`config.mk`:
```
export PLATFORM = sky130hd
export DESIGN_NAME = contador_param
export DESIGN_NICKNAME = d
export VERILOG_FILES = /design/src/rtl/contador_param.sv
export SDC_FILE = /design/constraint.sdc
export NUM_CORES = 1
export LEC_CHECK = 0
export ABC_AREA = 1
export BUFFER_PORTS_ARGS = -buffer_cell sky130_fd_sc_hd__buf_4
export CORE_AREA = 10 10 47 49
export DETAILED_ROUTE_END_ITERATION = 7
export DIE_AREA = 0 0 57 59
export HOLD_SLACK_MARGIN = 0.02
export PLACE_DENSITY_LB_ADDON = 0.05
export SLEW_MARGIN = 0
export SYNTH_ARGS = -nofsm -noshare
export SYNTH_HDL_FRONTEND = slang
export SYNTH_SLANG_ARGS = --single-unit
export TNS_END_PERCENT = 30
```
`constraint.sdc`:
```
create_clock -name clk -period 1.5 [get_ports clk]
set_input_delay 0.3 -clock clk [delete_from_list [all_inputs] [get_ports clk]]
set_output_delay 0.3 -clock clk [all_outputs]
set_load 0.02 [all_outputs]
```
`src/rtl/contador_param.sv`:
```
// Parameterised modulo up/down counter with load clamp, wrap or saturate at the
// limits, a one-cycle terminal-count pulse and a sticky limit-event flag.
module contador_param #(
  parameter int WIDTH  = 4,
  parameter int MODULO = 16
) (
  input  logic             clk,
  input  logic             reset,
  input  logic             enable_contador,
  input  logic             dir_cont,
  input  logic             modo_sat,
  input  logic             carga,
  input  logic [WIDTH-1:0] valor_carga,
  input  logic             limpa_flag,
  output logic [WIDTH-1:0] contagem_out,
  output logic             tc_out,
  output logic             overflow_flag
);

  // One extra bit keeps MODULO-1 and the +1 step representable when MODULO = 2**WIDTH.
  localparam logic [WIDTH:0] LIMIT_HI = (WIDTH + 1)'(MODULO - 1);
  localparam logic [WIDTH:0] ZERO_C   = {(WIDTH + 1){1'b0}};
  localparam logic [WIDTH:0] ONE_C    = {{WIDTH{1'b0}}, 1'b1};

  logic [WIDTH-1:0] count_q, count_d;
  logic             tc_q, tc_d;
  logic             flag_q, flag_d;

  logic [WIDTH:0]   cnt_ext_s;
  logic [WIDTH:0]   load_ext_s;
  logic [WIDTH:0]   next_ext_s;
  logic             limit_s;

  // Next-state logic: load beats counting; a limit event wraps or holds.
  always_comb begin
    cnt_ext_s  = {1'b0, count_q};
    load_ext_s = {1'b0, valor_carga};
    next_ext_s = cnt_ext_s;
    limit_s    = ~carga & enable_contador &
                 ((~dir_cont & (cnt_ext_s == LIMIT_HI)) |
                  ( dir_cont & (cnt_ext_s == ZERO_C)));

    if (carga) begin
      if (load_ext_s > LIMIT_HI) begin
        next_ext_s = LIMIT_HI;
      end else begin
        next_ext_s = load_ext_s;
      end
    end else if (enable_contador) begin
      if (limit_s) begin
        if (modo_sat) begin
          next_ext_s = cnt_ext_s;
        end else if (dir_cont) begin
          next_ext_s = LIMIT_HI;
        end else begin
          next_ext_s = ZERO_C;
        end
      end else if (dir_cont) begin
        next_ext_s = cnt_ext_s - ONE_C;
      end else begin
        next_ext_s = cnt_ext_s + ONE_C;
      end
    end else begin
      next_ext_s = cnt_ext_s;
    end

    count_d = next_ext_s[WIDTH-1:0];
    tc_d    = limit_s;

    if (limit_s) begin
      flag_d = 1'b1;
    end else if (limpa_flag) begin
      flag_d = 1'b0;
    end else begin
      flag_d = flag_q;
    end
  end

  // State registers; reset clears everything without waiting for a clock edge.
  always_ff @(posedge clk or negedge reset) begin
    if (!reset) begin
      count_q <= {WIDTH{1'b0}};
      tc_q    <= 1'b0;
      flag_q  <= 1'b0;
    end else begin
      count_q <= count_d;
      tc_q    <= tc_d;
      flag_q  <= flag_d;
    end
  end

  assign contagem_out  = count_q;
  assign tc_out        = tc_q;
  assign overflow_flag = flag_q;

endmodule
```
==> results.toml <==
[status]
outcome = "completed"

[placed_design]
place_inst = 104
port_buffers = 16
dp_hpwl_um = 1100
place.gp.congestion = 0.808

[route]
dr.pass1.iters = 3
vias_per_cell = 4.60
wl_um = 1260
drt_iter0_markers = 3
post_drt_wl_per_cell_um = 11.7
ant_nets = 0
dr_total_vias = 497
drc = 0

[logic_synthesis]
yosys.area_share.simple_pct = 35.6
yosysWarningCount = 0
synth-xor-area-share_pct = 1.85
synth_seq_cells = 6
synth_top_area_share_pct = 31.7
synth_compound_area_share_pct = 11.1
synth_cell_type_count = 15
netlist_instances = 69
synth_area_leaders = "dfrtp_1 (32%), nand2_1 (16%), inv_1 (10%), ha_1 (5.3%), nand3_1 (5.3%)"
yosys.area.top_type = "dfrtp_1"
ys_seq_area_share_pct = 31.7
syn_area_per_cell_sq_um = 6.87
synth_area_sq_um = 474
synth_top_family_by_area = "simple AND/OR/NAND/NOR gates"
synth_fa_ha_area_share_pct = 9.50
synth_mux_area_share_pct = 0
synth_nets = 83

[final_layout]
fin_cells = 108
syn2layout_area_growth_pct = 44.9
drive_above_1_share_pct = 35.9
fin_nets = 108
fillers = 156
antenna_cells = 0
multi_input_area_sq_um = 292
final-seq-area_sq_um = 151

[die]
rows = 14
io_pins = 17
die_area_sq_mm = 0.00336
die_h_um = 59
start_util_pct = 33.8
core_area_sq_mm = 0.00140
die_x_um = 57

[power]
pwr-share-clk_pct = 21.1
seqPwrFrac_pct = 33.0
powerDensity_mw_per_mm2 = 990
pwr-share-comb_pct = 45.9
p_switching_w = 0.000253
internal_power_w = 0.000427
leakagePower_nw = 0.382
ir_drop_mv = 0.353
switching_share_pct = 37.2

[cts]
cts_tree = "built"
numClockSinks = 6
post_cts_buffers = 0
cts.clk_slew.worst_paths_ns = 0.04
htreeDepth = 1
clk_path_buf_depth = 2
root_buffer = "clkbuf_4"
cts-buffers-inserted = 3
clkLatencyLatePin_ns = 0.24

[setup_path]
crit_path_end_kind = "flip-flop"
crit_arrival_ns = 1.54
crit_path_start_kind = "flip-flop"
path_max_fanout = 6
required_ns = 1.63
criticalPathCategory = "reg -> reg"

[sta]
tightest_slew_ns = 0.224
fin_skew_ns = 0.00178
finalCriticalPeriod_ns = 1.41
drv_slew = 0
fmax_ghz = 0.710
hold_viol_final = 0
final.period_utilization_pct = 94.0
rsz0062_at_grt = "true"
setup_viol = 0
setup_tns_ns = 0
slew_headroom_pct = 85.0

[global_route]
antenna_found_initial = 0
grtUsageTotal_pct = 7.71
grt_pass1_vias = 480
grt_overflow = 0
grt_pass1_wl_um = 2100
grt_max_degree = 7

[run]
cap_violations = 0

[hold_path]
hold_class = "in -> reg"
==> routing by layer <==
| metal | track usage (%) | part of all wire, % | up-vias |
|---|---|---|---|
| met5 | 0 | 0 | - |
| met4 | 3.02 | 0.55 | 0 |
| met3 | 3.65 | 4.0 | 2 |
| li1 | - | - | 263 |
| met2 | 11.8 | 50 | 9 |
| met1 | 9.10 | 46 | 223 |
==> synth_stat cells <==
cell type and n:
dfrtp_1 6, o21ai_0 4, nand3_2 1, inv_1 13, nand3_1 5, nand2_1 20
or2_2 3, a21oi_1 3, nor2_1 4, xnor2_1 1, o21ai_2 2, nand4_1 2
nor2_2 2, fa_1 1, ha_1 2
==> area by class of cell <==
class | instances | area share (%)
clock buffers | 3 | 3.28
flip-flops and latches | 6 | 22.0
multi-input cells | 50 | 42.4
well taps | 16 | 2.91
repair buffers | 20 | 22.2
inverters | 13 | 7.10
==> power by group through the flow <==
stage	registers [W]	logic [W]	clock network (W)
2_1_floorplan	0.000249	0.000146	0
3_3_place_gp	0.000223	0.000296	0
3_5_place_dp	0.000223	0.000298	0
4_1_cts	0.000221	0.000301	0.000153
5_1_grt	0.000230	0.000352	0.000162
6_report	0.000225	0.000312	0.000143
==> cells by family after synthesis <==
logic type,after synthesis
compound gates,9
xor+xnor,1
fa+ha+maj,3
buf+inv,13
flops,6
simple gates,37
==> through the flow <==
| step | power (W) | hold slack (ns) | util, % | setup WS (ns) | area, sq um |
|---|---|---|---|---|---|
| 6_report | 0.000680 | 0.254 | 49.0 | 0.0906 | 687 |
| 3_3_place_gp | 0.000519 | 0.109 | 45.4 | -0.0138 | 637 |
| 4_1_cts | 0.000675 | 0.254 | 47.8 | 0.0167 | 669 |
| 2_1_floorplan | 0.000396 | 0.00441 | - | 0.0257 | 474 |
| 5_1_grt | 0.000744 | 0.247 | 49.0 | -0.0346 | 687 |
| 3_5_place_dp | 0.000521 | 0.112 | 45.4 | -0.0110 | 637 |
==> state kept, by name (all words and copies together), names as in the netlist <==
signal         count
contagem_out       4
overflow_flag      1
tc_out             1
==> worst max-delay path, stage by stage, from the launching register on <==
cell     delay (ns)
dfrtp_1        0.37
buf_4          0.15
nor2_1         0.14
nand2_1        0.07
nand2_1        0.09
nand3_2        0.15
nor2_2         0.13
nor2_2         0.07
nand2_1        0.08
o21ai_2        0.05
==> timing repair <==
| action | CTS | global route |
|---|---|---|
| gates resized for setup | 0 | 3 |
| setup endpoints to repair | 0 | 3 |
| endpoints found under the hold margin | 6 | 0 |
| hold buffers | 1 | 0 |
==> cell usage in the layout (no fill, tap or decap) <==
cell	count
clkbuf_4	3
nand3_1	5
fa_1	1
o21ai_0	4
nand3_2	1
nand4_1	2
o21ai_2	2
dlygate4sd3_1	1
ha_4	1
buf_4	19
dfrtp_1	5
nor2_2	2
inv_1	13
a21oi_1	2
ha_1	1
xnor2_1	1
nand2_1	20
dfrtp_2	1
a21oi_2	1
nor2_1	4
or2_2	3
==> path summary, 6_finish.rpt <==
check / to / from / slack (ns) / cells past startpoint
max reg2reg: contagem_out[0]$_DFFE_PN0P_ / contagem_out[0]$_DFFE_PN0P_ / 0.09 / 9
min: overflow_flag$_DFFE_PN0P_ / limpa_flag / 0.25 / 2
min in group asynchronous: contagem_out[3]$_DFFE_PN0P_ / reset / 0.40 / 2
max in group asynchronous: contagem_out[1]$_DFFE_PN0P_ / reset / 0.97 / 2
max: contagem_out[0]$_DFFE_PN0P_ / contagem_out[0]$_DFFE_PN0P_ / 0.09 / 9
min reg2reg: overflow_flag$_DFFE_PN0P_ / overflow_flag$_DFFE_PN0P_ / 0.53 / 2
Power figures use the tool's default switching activity.
